--- src/rtl/parking_pkg.sv ---
// Shared types and helpers for the multi-gate parking occupancy tracker.
package parking_pkg;

    localparam int MAX_GATES = 8;

    typedef enum logic [2:0] {
        IDLE    = 3'd0,
        EN_OUT  = 3'd1,
        EN_BOTH = 3'd2,
        EN_IN   = 3'd3,
        EX_IN   = 3'd4,
        EX_BOTH = 3'd5,
        EX_OUT  = 3'd6,
        ABORT   = 3'd7
    } gate_state_t;

    // Number of set bits in a gate vector padded out to MAX_GATES.
    function automatic logic [3:0] popcount(input logic [MAX_GATES-1:0] v);
        logic [3:0] n;
        n = '0;
        for (int k = 0; k < MAX_GATES; k++) begin
            n = n + {3'b000, v[k]};
        end
        return n;
    endfunction

endpackage

--- src/rtl/parking_gate_fsm.sv ---
// One gate's entry/exit sequence tracker; emits registered one-cycle
// completion pulses on the edge that samples the final 00.
module parking_gate_fsm
    import parking_pkg::*;
(
    input  logic clk,
    input  logic reset,
    input  logic outer,
    input  logic inner,
    output logic enter_done,
    output logic exit_done
);

    gate_state_t state_reg;
    gate_state_t state_next;
    logic        enter_next;
    logic        exit_next;
    logic [1:0]  sensors;

    assign sensors = {outer, inner};

    always_comb begin
        state_next = state_reg;
        enter_next = 1'b0;
        exit_next  = 1'b0;
        case (state_reg)
            IDLE: begin
                case (sensors)
                    2'b10:   state_next = EN_OUT;
                    2'b01:   state_next = EX_IN;
                    2'b11:   state_next = ABORT;
                    default: state_next = IDLE;
                endcase
            end
            EN_OUT: begin
                case (sensors)
                    2'b11:   state_next = EN_BOTH;
                    2'b01:   state_next = ABORT;
                    2'b00:   state_next = IDLE;
                    default: state_next = EN_OUT;
                endcase
            end
            EN_BOTH: begin
                case (sensors)
                    2'b01:   state_next = EN_IN;
                    2'b10:   state_next = EN_OUT;
                    2'b00:   state_next = ABORT;
                    default: state_next = EN_BOTH;
                endcase
            end
            EN_IN: begin
                case (sensors)
                    2'b00: begin
                        state_next = IDLE;
                        enter_next = 1'b1;
                    end
                    2'b11:   state_next = EN_BOTH;
                    2'b10:   state_next = ABORT;
                    default: state_next = EN_IN;
                endcase
            end
            // Exit path is the entry path with the two beams swapped.
            EX_IN: begin
                case (sensors)
                    2'b11:   state_next = EX_BOTH;
                    2'b10:   state_next = ABORT;
                    2'b00:   state_next = IDLE;
                    default: state_next = EX_IN;
                endcase
            end
            EX_BOTH: begin
                case (sensors)
                    2'b10:   state_next = EX_OUT;
                    2'b01:   state_next = EX_IN;
                    2'b00:   state_next = ABORT;
                    default: state_next = EX_BOTH;
                endcase
            end
            EX_OUT: begin
                case (sensors)
                    2'b00: begin
                        state_next = IDLE;
                        exit_next  = 1'b1;
                    end
                    2'b11:   state_next = EX_BOTH;
                    2'b01:   state_next = ABORT;
                    default: state_next = EX_OUT;
                endcase
            end
            ABORT: begin
                if (sensors == 2'b00) begin
                    state_next = IDLE;
                end
            end
            default: state_next = IDLE;
        endcase
    end

    always_ff @(posedge clk) begin
        if (reset) begin
            state_reg  <= IDLE;
            enter_done <= 1'b0;
            exit_done  <= 1'b0;
        end else begin
            state_reg  <= state_next;
            enter_done <= enter_next;
            exit_done  <= exit_next;
        end
    end

endmodule

--- src/rtl/parking_occupancy_multi.sv ---
// Multi-gate occupancy tracker: per-gate sequence FSMs feed a shared
// saturating counter with full/empty status and sticky saturation flags.
module parking_occupancy_multi
    import parking_pkg::*;
#(
    parameter int N_GATES  = 2,
    parameter int CAPACITY = 16,
    parameter int CW       = $clog2(CAPACITY + 1)
) (
    input  logic               clk,
    input  logic               reset,
    input  logic [N_GATES-1:0] outer,
    input  logic [N_GATES-1:0] inner,
    input  logic               clr_flags,
    output logic [CW-1:0]      count,
    output logic               full,
    output logic               empty,
    output logic [N_GATES-1:0] car_in,
    output logic [N_GATES-1:0] car_out,
    output logic               overflow,
    output logic               underflow
);

    localparam int SW = CW + 4;
    localparam logic signed [SW-1:0] CAP_S = SW'(CAPACITY);

    logic [N_GATES-1:0]     enter_done;
    logic [N_GATES-1:0]     exit_done;
    logic [MAX_GATES-1:0]   enter_vec;
    logic [MAX_GATES-1:0]   exit_vec;
    logic signed [SW-1:0]   net;
    logic signed [SW-1:0]   sum;
    logic [CW-1:0]          count_reg;
    logic [CW-1:0]          count_next;
    logic                   ovf_now;
    logic                   unf_now;
    logic                   overflow_reg;
    logic                   underflow_reg;

    generate
        for (genvar gi = 0; gi < N_GATES; gi++) begin : gen_gate
            parking_gate_fsm u_gate (
                .clk        (clk),
                .reset      (reset),
                .outer      (outer[gi]),
                .inner      (inner[gi]),
                .enter_done (enter_done[gi]),
                .exit_done  (exit_done[gi])
            );
        end
    endgenerate

    always_comb begin
        enter_vec = '0;
        exit_vec  = '0;
        enter_vec[N_GATES-1:0] = enter_done;
        exit_vec[N_GATES-1:0]  = exit_done;
    end

    // The pulses are high in the cycle after the completing edge, so the
    // clamped total is presented combinationally from them; count_reg then
    // absorbs the same total on the following edge, when the pulses drop.
    always_comb begin
        net        = signed'(SW'(popcount(enter_vec))) - signed'(SW'(popcount(exit_vec)));
        sum        = signed'(SW'(count_reg)) + net;
        ovf_now    = 1'b0;
        unf_now    = 1'b0;
        count_next = sum[CW-1:0];
        if (sum < 0) begin
            count_next = '0;
            unf_now    = 1'b1;
        end else if (sum > CAP_S) begin
            count_next = CW'(CAPACITY);
            ovf_now    = 1'b1;
        end
    end

    always_ff @(posedge clk) begin
        if (reset) begin
            count_reg     <= '0;
            overflow_reg  <= 1'b0;
            underflow_reg <= 1'b0;
        end else begin
            count_reg     <= count_next;
            overflow_reg  <= ovf_now | (overflow_reg & ~clr_flags);
            underflow_reg <= unf_now | (underflow_reg & ~clr_flags);
        end
    end

    assign count     = count_next;
    assign full      = (count_next == CW'(CAPACITY));
    assign empty     = (count_next == '0);
    assign car_in    = enter_done;
    assign car_out   = exit_done;
    assign overflow  = overflow_reg;
    assign underflow = underflow_reg;

endmodule

--- config.mk ---
export PLATFORM = sky130hd
export DESIGN_NAME = parking_occupancy_multi
export DESIGN_NICKNAME = d
export VERILOG_FILES = /design/src/rtl/parking_pkg.sv /design/src/rtl/parking_gate_fsm.sv /design/src/rtl/parking_occupancy_multi.sv
export SDC_FILE = /design/constraint.sdc
export NUM_CORES = 1
export LEC_CHECK = 0
export ABC_CLOCK_PERIOD_IN_PS = 9800
export BUFFER_PORTS_ARGS = -buffer_cell sky130_fd_sc_hd__buf_2
export CORE_MARGIN = 10
export CORE_UTILIZATION = 60
export CTS_CLUSTER_DIAMETER = 60
export DETAILED_ROUTE_END_ITERATION = 8
export GPL_TIMING_DRIVEN = 1
export PLACE_DENSITY = 0.89
export SETUP_SLACK_MARGIN = 0.15
export SYNTH_ARGS = -nofsm -noshare
export SYNTH_HDL_FRONTEND = slang
export SYNTH_HIERARCHICAL = 1
export SYNTH_SLANG_ARGS = --single-unit
export TNS_END_PERCENT = 5
--- constraint.sdc ---
create_clock -name clk -period 9.8 [get_ports clk]
set_clock_uncertainty 0.2 [all_clocks]
set_input_delay 2.94 -clock clk [delete_from_list [all_inputs] [get_ports clk]]
set_output_delay 2.94 -clock clk [all_outputs]
set_load 0.1 [all_outputs]
# After elaboration in Yosys (flattened, before gate mapping)
# Index checks and enable logic that the tools add are counted.
[totals] register_bits=17 latchBits=0 mem_bits_rw=0 rom_bits=0 in_bits=7 out_inout_bits=13 word_cells=81 n_memories=0
[op_classes] n_addsub=4 n_mul=0 div=0 order_cmp=2 eq_ne=23 n_shift=0 mux=25 bitwise_logic=9 reduce_logical=9
[ops] cell="$pmux 3 s3" n=12
[ops] cell="$pmux 3 s8" n=2
[ops] cell="$eq 3x3->1 const B" n=8
[ops] cell="$eq 3x2->1 const B" n=4
[ops] cell="$pmux 2 s3" n=2
[ops] cell="$mux 5" n=2
[ops] cell="$eq 2x2->1 const B" n=4
[ops] cell="$reduce_or 2->1" n=4
[ops] cell="$add 6x3->7" n=1
[ops] cell="$gt 7x6->1 const B" n=1
[ops] cell="$lt 7x1->1 const B" n=1
[ops] cell="$eq 3x1->1 const B" n=2
[ops] cell="$logic_not 3->1" n=2
[ops] cell="$mux 3" n=2
[ops] cell="$eq 5x5->1 const B" n=1
[ops] cell="$logic_not 5->1" n=1
[ops] cell="$mux 1" n=5
[ops] cell="$not 1->1" n=5
[ops] cell="$add 1x1->2" n=2
[ops] cell="$eq 2x1->1 const B" n=2
[ops] cell="$logic_not 2->1" n=2
[ops] cell="$ne 2x1->1 const B" n=2
[ops] cell="$sub 2x2->3" n=1
[ops] cell="$and 1x1->1" n=2
[ops] cell="$or 1x1->1" n=2

# Depth between registers and ports, before layout
[logic_depth] ltp_word=7 depth_mapped=14 mapped_depth_nobuf=14

# Modules after synthesis
# Netlist, hierarchy kept.
[by_module_without_submodules] module="parking_occupancy_multi" instances=1 cells_per_inst=125 area_per_inst_um2=925.9 seq_area_each_um2=140.1
[by_module_without_submodules] module="parking_gate_fsm at gen_gate[0].u_gate" instances=1 cells_per_inst=50 area_per_inst_um2=475.5 seq_area_each_um2=100.1
[by_module_without_submodules] module="parking_gate_fsm at gen_gate[1].u_gate" instances=1 cells_per_inst=48 area_per_inst_um2=449.2 seq_area_each_um2=100.1

# Worst setup path after synthesis
# OpenSTA, ideal clock, no wires.
[synth_path] path_kind="register -> output" start="register gen_gate[1].u_gate.enter_done" end="output count[2]" t_arrival_ns=6.097 required_time_ns=6.660 path_slack_ns=0.563 path_stages_with_launch=12 path_buffers=0 cell_sequence="dfxtp_1 inv_1 fa_1 inv_1 ha_1 ha_1 inv_1 fa_1 nor2b_1 o21ai_1 mux2_2 nor4_1"
[synth_via] elab_chain_len=6 word_cells_on_any_way=7 classes_between="add/sub: 3; order compare: 2; mux: 2"
[synth_lines] element="from (decl)" line_no="parking_gate_fsm.sv:10" rtl="output logic enter_done,"
[synth_lines] element="from (signal assigned)" line_no="parking_gate_fsm.sv:106" rtl="enter_done <= enter_next;"
[synth_lines] element="$add 1x1->2 *" line_no="parking_pkg.sv:22" rtl="n = n + {3'b000, v[k]};"
[synth_lines] element="$sub 2x2->3 *" line_no="parking_occupancy_multi.sv:64" rtl="net = signed'(SW'(popcount(enter_vec))) - signed'(SW'(popcount(exit_vec)));"
[synth_lines] element="$add 6x3->7 *" line_no="parking_occupancy_multi.sv:65" rtl="sum = signed'(SW'(count_reg)) + net;"
[synth_lines] element="$gt 7x6->1" line_no="parking_occupancy_multi.sv:72" rtl="end else if (sum > CAP_S) begin"
[synth_lines] element="$mux 5" line_no="parking_occupancy_multi.sv:72"
[synth_lines] element="$mux 5 *" line_no="parking_occupancy_multi.sv:69" rtl="if (sum < 0) begin"
[synth_lines] element="to (decl)" line_no="parking_occupancy_multi.sv:15" rtl="output logic [CW-1:0] count,"
# Every way passes the cells marked *; elsewhere a longest branch is shown, timed or not.

# Final worst setup path
[layout_path] start="register gen_gate[1].u_gate.enter_done" end="output count[0]"
# Same word-level chain as after synthesis.

==> results_dict.tcl <==
set metrics [dict create \
    area_growth_syn_to_layout_pct 4.06 \
    cts_tree "built" \
    finalHoldViolCount 0 \
    layout-drive-gt1-share 0.172 \
    root_buffer "clkbuf_4" \
    grt_first_pass_wirelength_mm 6.89 \
    min_period_ns 7.16 \
    slew_headroom 0.520 \
    grt_setup_unrepaired "false" \
    fillCellCount 255 \
    finalNetCount 263 \
    yosys_warnings 6 \
    leakage_uw 0.000816 \
    firstDrtPassIters 4 \
    wl_met3_um 125 \
    die_width_um 75.5 \
    synth_fp_nets 253 \
    numCtsBuffers 3 \
    grt_usage 0.150 \
    cap_violations 0 \
    overflow 0 \
    drc 0 \
    min_path_cells 2 \
    fmax_ghz 0.140 \
    cts_sinks 17 \
    whs_ns 0.278 \
    power_uw 240 \
    syn_inst 223 \
    reg2reg_slack_ns 6.13 \
    worstSetupEndpointType "primary output" \
    start_kind "flip-flop" \
    status "finished clean" \
    dr.max_layer_used "met4" \
    period_share 0.731 \
    synth_edf_count 0 \
    synth.avg_cell_area_sq_um 8.30 \
    ios 20 \
    clk_path_buf_depth 2 \
    cts_max_level 1 \
    synth_flop_cell "dfxtp_1" \
    tns_ns 0 \
    critPathKind "flip-flop to primary output" \
    dr.first_iter.drc_count 100 \
    dp_hpwl_mm 3.18 \
    r2r_cells 13 \
    cp_max_fo 15 \
    die_area_sq_mm 0.00571 \
    setup-violations-final 0 \
    finalWirelength_mm 4.10 \
    post_cts_buffers 0 \
    core_sq_mm 0.00300 \
    vias 1634 \
    wirelength_met1_mm 1.77 \
    clkLatencyLatePin_ns 0.29 \
    synth_top_cell_by_area "dfxtp_1" \
    diodes 0 \
    synth-seq-area-share 0.184 \
    synthArstFlopShare 0 \
    cts_hold_buf 0 \
    critPathRequiredTime_ns 6.66 \
    cellPowerDensity_mw_per_mm2 125 \
    regArea_sq_um 340 \
    ctsResizeCount 0 \
    ys_types 64 \
    wl_per_cell_um 15.5 \
    finalWeightedCongestion 0.878 \
    ir_worst_vdd_mv 0.106 \
    yosysTopAreaCellShare 0.184 \
    worst_pin_slew_ns 0.719 \
    hp-class "flip-flop to flip-flop" \
    grt_max_degree 25 \
    synth.area.top_cells "dfxtp_1 (18%), ha_1 (14%), nor2_1 (4.1%)" \
    syn-cell-area_sq_mm 0.00185 \
    wl_met2_mm 2.16 \
    grt_pass1_vias 1565 \
    synth_seq_cells 17 \
    start_util 0.616 \
    path_clk_slew_ns 0.10 \
    largest_reg_flops 6 \
    worstPathArrival_ns 4.02 \
    die_y_um 75.5 \
    io_buffers 19 \
    antenna_found_initial 0 \
    antenna_left 0 \
    via_per_inst 6.17 \
    slew_viol_final 0 \
    multiInputGateArea_sq_mm 0.00135 \
    row_count 20 \
    utilization 0.641 \
]
## through the flow
step	std cells	instance area [sq um]	worst slack [ns]
6_report	265	1930	2.64
5_1_grt	265	1930	2.40
4_1_cts	265	1930	2.64
3_5_place_dp	261	1900	2.98
3_3_place_gp	261	1900	3.09
2_1_floorplan	223	1850	0.563
## layer usage
layer	track usage	vias up
li1	-	821
met4	0.0392	0
met3	0.0182	4
met2	0.288	26
met5	0	-
met1	0.169	783
## final timing paths
check                                    end                           from
worst max-delay path                count[0]  gen_gate[1].u_gate/enter_done
worst min-delay path               underflow                      underflow
worst max register to register  count_reg[2]  gen_gate[1].u_gate/enter_done
worst min register to register     underflow                      underflow
## power by group
part	leakage, uW	total (uW)	switching [uW]	internal (uW)
clock network	0.0000150	37.5	21.7	15.8
registers	0.000138	95.9	19.4	76.5
logic	0.000663	107	66.0	40.7
total	0.000816	240	107	133
## cell type report
type,instances,share of cell area
clock buffer,4,0.0136
tap,33,0.0214
inverter,18,0.0364
sequential,17,0.177
multi-input combinational,174,0.702
timing repair buffer,19,0.0494
## cells in the mapped netlist, types with 2 or more instances
master and number:
fa_1 2, o21ai_2 2, nor3_2 4, a21oi_1 5, nor4b_1 3, a41oi_1 2, buf_2 7, nor2b_1 9
nor4_1 3, or2_0 2, nand3b_1 2, nand2b_1 9, buf_4 2, ha_1 21, o21ai_0 4, nand3_1 2
nor3b_1 4, nor2_1 20, nand2_1 11, clkbuf_1 3, inv_1 16, dfxtp_1 17, a221oi_1 2, mux2i_1 4
a211oi_1 2, o211ai_1 4, a21o_1 2, a31oi_1 5, nor3_1 8, o21ai_1 7, o21a_1 3, a311oi_1 2
xnor2_1 2, mux2_2 2
## cells by family (layout without fill, tap and decap cells)
| family | after synthesis | count (layout) | synth area share |
|---|---|---|---|
| AND/OR/NAND/NOR | 89 | 89 | 0.289 |
| AO/OA/AOI/OAI | 52 | 52 | 0.208 |
| buffers and inverters | 32 | 41 | 0.0852 |
| adder cells (fa/ha/maj) | 23 | 23 | 0.164 |
| flip-flops | 17 | 17 | 0.184 |
| multiplexers | 8 | 8 | 0.0602 |
| XOR/XNOR | 2 | 2 | 0.00947 |
## placed cells by master (no fill, tap or decap), types with 2 or more instances in the layout
cell | netlist | routed
o21ai_0 | 4 | 4
a21o_1 | 2 | 2
mux2_2 | 2 | 2
a311oi_1 | 2 | 2
nand3b_1 | 2 | 2
a41oi_1 | 2 | 2
nor3_2 | 4 | 4
dfxtp_1 | 17 | 17
a221oi_1 | 2 | 2
nor4_1 | 3 | 3
nor3b_1 | 4 | 4
nand2b_1 | 9 | 9
o21ai_2 | 2 | 2
a211oi_1 | 2 | 2
buf_2 | 7 | 19
nand2_1 | 11 | 11
or2_0 | 2 | 2
clkbuf_4 | 0 | 3
o21a_1 | 3 | 3
nor2_1 | 20 | 20
fa_1 | 2 | 2
a21oi_1 | 5 | 5
a31oi_1 | 5 | 5
ha_1 | 21 | 21
nor4b_1 | 3 | 3
xnor2_1 | 2 | 2
inv_1 | 16 | 16
o21ai_1 | 7 | 7
nor3_1 | 8 | 8
mux2i_1 | 4 | 4
nand3_1 | 2 | 2
nor2b_1 | 9 | 9
o211ai_1 | 4 | 4
## worst max-delay path: stages (launching register included)
cell and delay [ns]:
dfxtp_1 0.34, inv_1 0.06, fa_1 0.52, inv_1 0.04
ha_1 0.27, ha_1 0.22, inv_1 0.07, fa_1 0.58
nor2b_1 0.26, o21ai_1 0.10, mux2_2 0.35, o21ai_2 0.19
nand4b_4 0.16, nor2_1 0.12, buf_2 0.43
Note: power is estimated with default switching activity, not from simulation.
